$ cat src/rtl/key_pkg.sv
// Shared types and default timing for the key gesture detector.
// Holds the FSM state encoding, the output pulse bundle and the counter sizing helper.
package key_pkg;

  localparam int unsigned LONG_CYC_DEF   = 20000;
  localparam int unsigned DBL_CYC_DEF    = 10000;
  localparam int unsigned REPEAT_CYC_DEF = 5000;

  typedef enum logic [2:0] {
    IDLE,
    PRESS1,
    LONG_HOLD,
    GAP,
    PRESS2
  } key_state_e;

  typedef struct packed {
    logic press;
    logic short_p;
    logic long_p;
    logic repeat_p;
    logic double_p;
  } key_pulses_t;

  function automatic int unsigned max3(input int unsigned a, input int unsigned b,
                                       input int unsigned c);
    int unsigned m;
    m = (a > b) ? a : b;
    return (m > c) ? m : c;
  endfunction

endpackage

$ cat src/rtl/key_edge.sv
// Registers the debounced key level once and derives single-cycle rise/fall strobes.
// btn_q comes out of reset high so a key already held at reset release is not a press.
module key_edge (
  input  logic clk,
  input  logic rst_n,
  input  logic btn_level,
  output logic rise,
  output logic fall
);

  logic btn_q;

  // NOTE: sequential state always uses non-blocking assignments so every flop samples pre-edge values.
  always_ff @(posedge clk or negedge rst_n) begin
    if (!rst_n) btn_q <= 1'b1;
    else        btn_q <= btn_level;
  end

  assign rise = btn_level & ~btn_q;
  assign fall = ~btn_level & btn_q;

endmodule

$ cat src/rtl/key_event.sv
// Key gesture detector: classifies a debounced key into press, short, long,
// auto-repeat and double-click events, each as a registered one-cycle pulse.
module key_event
  import key_pkg::*;
#(
  parameter int unsigned LONG_CYC   = LONG_CYC_DEF,
  parameter int unsigned DBL_CYC    = DBL_CYC_DEF,
  parameter int unsigned REPEAT_CYC = REPEAT_CYC_DEF
) (
  input  logic clk,
  input  logic rst_n,
  input  logic btn_level,
  output logic press_pulse,
  output logic short_pulse,
  output logic long_pulse,
  output logic repeat_pulse,
  output logic double_pulse
);

  localparam int unsigned CNT_MAX = max3(LONG_CYC, DBL_CYC, REPEAT_CYC);
  localparam int unsigned CNT_W   = $clog2(CNT_MAX + 1);

  localparam logic [CNT_W-1:0] LONG_LAST   = CNT_W'(LONG_CYC - 1);
  localparam logic [CNT_W-1:0] DBL_LAST    = CNT_W'(DBL_CYC - 1);
  localparam logic [CNT_W-1:0] REPEAT_LAST = CNT_W'(REPEAT_CYC - 1);

  logic rise;
  logic fall;

  key_state_e      state, state_n;
  logic [CNT_W-1:0] cnt, cnt_n;
  key_pulses_t     pulses_n, pulses_q;

  key_edge u_edge (
    .clk       (clk),
    .rst_n     (rst_n),
    .btn_level (btn_level),
    .rise      (rise),
    .fall      (fall)
  );

  // NOTE: every signal written here gets a default first, so no path can infer a latch.
  always_comb begin
    state_n  = state;
    cnt_n    = cnt + CNT_W'(1);
    pulses_n = '0;

    unique case (state)
      IDLE: begin
        cnt_n = '0;
        if (rise) begin
          state_n        = PRESS1;
          pulses_n.press = 1'b1;
        end
      end

      // A release on the threshold cycle still counts as a short click.
      PRESS1: begin
        if (fall) begin
          state_n = GAP;
          cnt_n   = '0;
        end else if (cnt == LONG_LAST && btn_level) begin
          state_n         = LONG_HOLD;
          cnt_n           = '0;
          pulses_n.long_p = 1'b1;
        end
      end

      LONG_HOLD: begin
        if (fall) begin
          state_n = IDLE;
          cnt_n   = '0;
        end else if (cnt == REPEAT_LAST) begin
          cnt_n             = '0;
          pulses_n.repeat_p = 1'b1;
        end
      end

      // A second press on the timeout cycle still counts as a double click.
      GAP: begin
        if (rise) begin
          state_n           = PRESS2;
          cnt_n             = '0;
          pulses_n.press    = 1'b1;
          pulses_n.double_p = 1'b1;
        end else if (cnt == DBL_LAST) begin
          state_n          = IDLE;
          cnt_n            = '0;
          pulses_n.short_p = 1'b1;
        end
      end

      PRESS2: begin
        cnt_n = '0;
        if (fall) state_n = IDLE;
      end

      default: begin
        state_n = IDLE;
        cnt_n   = '0;
      end
    endcase
  end

  always_ff @(posedge clk or negedge rst_n) begin
    if (!rst_n) begin
      state    <= IDLE;
      cnt      <= '0;
      pulses_q <= '0;
    end else begin
      state    <= state_n;
      cnt      <= cnt_n;
      pulses_q <= pulses_n;
    end
  end

  assign press_pulse  = pulses_q.press;
  assign short_pulse  = pulses_q.short_p;
  assign long_pulse   = pulses_q.long_p;
  assign repeat_pulse = pulses_q.repeat_p;
  assign double_pulse = pulses_q.double_p;

endmodule

$ cat config.mk
export PLATFORM = sky130hd
export DESIGN_NAME = key_event
export DESIGN_NICKNAME = d
export VERILOG_FILES = /design/src/rtl/key_pkg.sv /design/src/rtl/key_edge.sv /design/src/rtl/key_event.sv
export SDC_FILE = /design/constraint.sdc
export NUM_CORES = 1
export LEC_CHECK = 0
export BUFFER_PORTS_ARGS = -buffer_cell sky130_fd_sc_hd__buf_2
export CORE_MARGIN = 5
export CORE_UTILIZATION = 40
export DETAILED_ROUTE_END_ITERATION = 12
export REMOVE_ABC_BUFFERS = 1
export SYNTH_ARGS = -nofsm -noshare
export SYNTH_HDL_FRONTEND = slang
export SYNTH_HIERARCHICAL = 1
export SYNTH_SLANG_ARGS = --single-unit
export TNS_END_PERCENT = 5
$ cat constraint.sdc
create_clock -name clk -period 4.1 [get_ports clk]
set_clock_uncertainty 0.15 [all_clocks]
set_input_delay 1.025 -clock clk [delete_from_list [all_inputs] [get_ports clk]]
set_output_delay 1.025 -clock clk [all_outputs]
set_load 0.02 [all_outputs]
# Yosys cells after proc, flatten, opt, wreduce, memory -nomap -nowiden
# Cells that the tools add are included.
# op_classes
n_addsub	1
mul	0
div_mod_pow	0
magnitude_cmp	0
eq_ne	11
n_shift	0
mux	26
bitwise	4
reduce_logical	5
# op_table
operator	count
two-way mux 15 bit	6
case mux 15 bit (3 select lines)	1
two-way mux 3 bit	6
adder 15 x 1 -> 15 bit, second input constant	1
== test 15 x 13 -> 1 bit, second input constant	1
== test 15 x 14 -> 1 bit, second input constant	1
== test 15 bit, second input constant	1
two-way mux 1 bit	12
case mux 3 bit (4 select lines)	1
== test 3 x 2 -> 1 bit, second input constant	2
inequality test 3 bit, second input constant	2
AND reduction 4 bit	1
OR reduction 2 bit	2
== test 3 x 1 -> 1 bit, second input constant	1
== test 3 bit, second input constant	1
logical NOT 3 bit	1
bitwise AND 1 bit	2
inequality test 2 x 1 -> 1 bit, second input constant	1
inequality test 2 bit, second input constant	1
NOT 1 bit	2
logical AND 1 bit	1
# totals
regBits	24
latchBits	0
ramBits	0
mem_bits_ro	0
inputBits	3
output_inout_bits	5
wordCells	55
memories	0

# Longest topological paths before layout
# depth
word_depth	5
mapped_depth	6
ltp_nobuf	5

# Cells and area by module
# The synthesis kept the hierarchy.
# by_module_without_submodules
mod	n_inst	cells_each	area_per_inst_um2	seq_area_each_um2
key_event	1	111	1208.7	575.6
key_edge	1	3	41.3	26.3

# Worst setup path before layout
# No wires, ideal clock.
# synth_timing
kind	input -> register
startpoint	in btn_level
endpoint	reg cnt[0]
setup_ns	0.077
arrival_ns	2.047
required_ns	3.873
path_slack_ns	1.826
stages	6
n_path_buf	1
path_cell_list	and2b_2 > nor3_1 > nand2_1 > o21bai_1 > buf_4 > a21oi_1
# synth_via
elab_chain_cells	4
word_cells_on_any_way	9
cone_classes	mux: 5; bitwise: 3; reduce/logical: 1
# synth_lines
item	line	text
start: declaration	key_event.sv:12	input logic btn_level,
logical AND 1 bit or NOT 1 bit (tied branches)	key_event.sv:62, key_edge.sv:20	
two-way mux 15 bit or bitwise AND 1 bit (tied branches)	key_event.sv:62, key_edge.sv:20	
two-way mux 15 bit, on equally long branches	key_event.sv:59, key_event.sv:70	
case mux 15 bit (3 select lines) (*)	key_event.sv:48	unique case (state)
via cnt_n[0]	key_event.sv:31	logic [CNT_W-1:0] cnt, cnt_n;
end signal: assignment	key_event.sv:112	cnt <= cnt_n;
end: declaration	key_event.sv:31	
# Mark *: on every way through the listed nets, which the timed path passes. The rest lies on a longest branch.
# A chain may end at the register's enable or synchronous reset.

# Final worst setup path
# layout_timing
startpoint	reg cnt[4]
endpoint	reg cnt[13]
# layout_via
elab_chain_cells	5
word_cells_on_any_way	12
cone_classes	add/sub: 1; eq/ne: 3; mux: 7; reduce/logical: 1
# layout_lines
item	line
branches (longest 4 deep; another with adder 15 x 1 -> 15 bit)	-
case mux 15 bit (3 select lines) (*)	key_event.sv:48
via cnt_n[13]	key_event.sv:31
# Mark *: on every way through the listed nets, which the timed path passes.

==> summary.txt <==
Drt
  • Iter 0 DRT Violations: 32
  • Vias: 873
  • Vias per cell: 5.36
  • WL final: 2320 µm
  • Drt pass-1 iters: 4
  • DR DRC count: 0
  • Drt wl/cell: 14.2 µm
  • Routed Antenna Nets: 0

Logic synthesis
  • Post-synthesis register bit count: 24
  • Async S/R FF share, synth: 100%
  • Synth Instances: 114
  • Post-synthesis sequential area ratio: 48.1%
  • Top FF cell, synth: dfrtp_1
  • Syn. warnings: 6
  • Mean post-synth cell area: 11.0 µm²
  • Netlist cell types: 43
  • Post-Synthesis Cell Area: 1250 µm²
  • Post-synth EDFFs: 0

Timing
  • Fin. max-slew vios: 0
  • Crit path time final: 2.41 ns
  • Peak Freq: 415 MHz
  • Slew @ Worst Pin: 1.10 ns
  • Tcrit/Tclk final: 58.8%
  • Setup TNS: 0 ns
  • RSZ-0062 raised after global routing: false
  • Hold Violations, Final: 0
  • Max-slew headroom: 26.3%
  • Final Setup Violations: 0

Cells and area
  • Final instance area: 1320 µm²
  • Fillers: 292
  • Antenna Cells: 0
  • Layout cell share with drive strength beyond 1: 15.1%
  • Area Overhead vs Synth: 5.21%
  • Final nets: 124

GRT
  • Vias in the first global route: 866
  • First-pass GRT wire length: 4060 µm
  • GRT Residual Overflow: 0
  • Tot GR Track Use: 12.1%
  • Largest net degree at the start of global routing: 25
  • Initial antenna violation count: 0

Clock tree
  • H-tree depth: 1
  • Worst-Skew Late Latency: 0.31 ns
  • CTS max path bufs: 2
  • CTS Hold Bufs: 0
  • CTS sink cnt: 24
  • Total CTS buffers: 3
  • CTS clk-pin slew, worst paths: 0.13 ns
  • CTS tree: yes
  • Setup Fix Bufs, Post-CTS: 0
  • Clock Root Buffer: clkbuf_4
  • CTS resizes: 0

Placed design
  • Port bufs: 7
  • Routability cong.: 0.823
  • Detailed placer's ending HPWL: 1630 µm
  • Cell Area, Placed: 1290 µm²

Floorplanning
  • Num rows: 20
  • IO Pins: 8
  • Chip Height: 65.9 µm
  • Chip Width: 65.9 µm
  • Core footprint: 3030 µm²
  • Starting Density: 41.3%
  • Die Area: 4340 µm²

Outcome
  • Status: complete, no violations

Hold path
  • Hold depth: 1
  • Hold EP: cnt[0]
  • Worst Hold Launch: cnt[0]
  • Hold Path Class: reg -> reg

Setup path
  • Critical path class: reg -> reg
  • Crit-path max FO: 15
  • Reg-to-Reg End: cnt[13]
  • CP arrival: 2.42 ns
  • Worst EP required: 4.11 ns
  • Reg2Reg Depth: 4
  • CP endpoint kind: flip-flop
  • Reg2Reg Setup Slack: 1.69 ns
  • Reg2Reg Launch Point: cnt[4]
  • Critical path launch point type: flip-flop

Job
  • Max capacitance violation total: 0

Power and ir drop
  • Pwr per Cell Area: 406 nW/µm²
  • VDD IR max: 0.168 mV
  • Leakage power: 0.552 nW
layer usage:
metal	routed length (µm)	GRT usage [%]
met5	0	0
met4	25	3.89
met3	95	2.55
met2	1120	21.0
met1	1080	14.9
registers in the layout, indices dropped and copies added (netlist names):
signal,cells
long_pulse,1
repeat_pulse,1
cnt,15
press_pulse,1
state,3
double_pulse,1
u_edge/btn_q,1
short_pulse,1
logic make-up (layout without fill, tap and decap cells):
family | after synthesis | count (layout) | share of synthesized area [%]
AO/OA/AOI/OAI | 24 | 24 | 13.3
XOR/XNOR | 11 | 11 | 7.71
adder cells (fa/ha/maj) | 1 | 1 | 1.00
AND/OR/NAND/NOR | 45 | 45 | 24.3
multiplexers | 1 | 1 | 0.801
buffers and inverters | 8 | 13 | 4.70
flip-flops | 24 | 24 | 48.1
how the worst max path moves through the flow:
stage,to,startpoint,cells past startpoint,slack (ns)
finish,cnt[13],cnt[4],4,1.69
global route,cnt[10],cnt[4],4,1.47
CTS,cnt[13],cnt[4],4,1.68
detailed placement,cnt[13],btn_level,6,1.42
global placement,cnt[13],btn_level,6,1.47
floorplan,cnt[13],btn_level,5,1.78
Yosys cell counts, drive strengths merged, types with 3 or more instances:
library cell	instances	area share, %
nand4	7	3.5
and4	3	2.1
xor2	9	6.3
buf	3	2.4
nor4	3	1.5
nand2	7	2.1
nor3	4	1.6
a21oi	13	5.2
a22oi	3	3.3
clkbuf	3	1.7
dfrtp	23	46
nand3	4	2.6
cell usage in the layout, fill, tap and decap left out, types with 3 or more instances in the layout:
| cell type | netlist | final |
|---|---|---|
| nor3_1 | 4 | 4 |
| a21oi_1 | 13 | 13 |
| nand3_1 | 3 | 3 |
| and4_1 | 3 | 3 |
| nand4_1 | 7 | 7 |
| nor4_1 | 3 | 3 |
| dfrtp_1 | 23 | 23 |
| xor2_1 | 9 | 9 |
| nand2_1 | 7 | 7 |
| clkbuf_4 | 0 | 3 |
| buf_2 | 0 | 7 |
stage by stage:
stage          utilization [%]  hold slack [ns]  setup WS [ns]  std cells  total power, W
5_1_grt                   43.4            0.336           1.47        163        0.000566
3_5_place_dp              42.6            0.299           1.42        159        0.000433
2_1_floorplan                -            0.271           1.78        108        0.000394
4_1_cts                   43.4            0.318           1.68        163        0.000540
3_3_place_gp              42.6            0.285           1.47        159        0.000431
6_report                  43.4            0.315           1.69        163        0.000534
worst max-delay path, cell delays in order (launching register included):
cell and delay [ns]:
dfrtp_1 0.46, nor4_1 0.40, nand3_1 0.16, o21bai_1 0.88, a22oi_1 0.21
where the power goes:
part           internal, W  total, W  switching (W)
combinational    0.0000518  0.000145      0.0000932
sequential        0.000262  0.000285      0.0000230
clock            0.0000380  0.000105      0.0000667
total             0.000351  0.000534       0.000183
cell type report:
cell class	instances	area [µm²]	area share, %
Sequential cell	24	602	45.8
Multi-Input combinational cell	82	589	44.8
Tap cell	44	55.1	4.19
Clock buffer	4	26.3	2.00
Timing Repair Buffer	7	35.0	2.66
Inverter	2	7.51	0.571
Note: power is estimated with default switching activity, not from simulation.
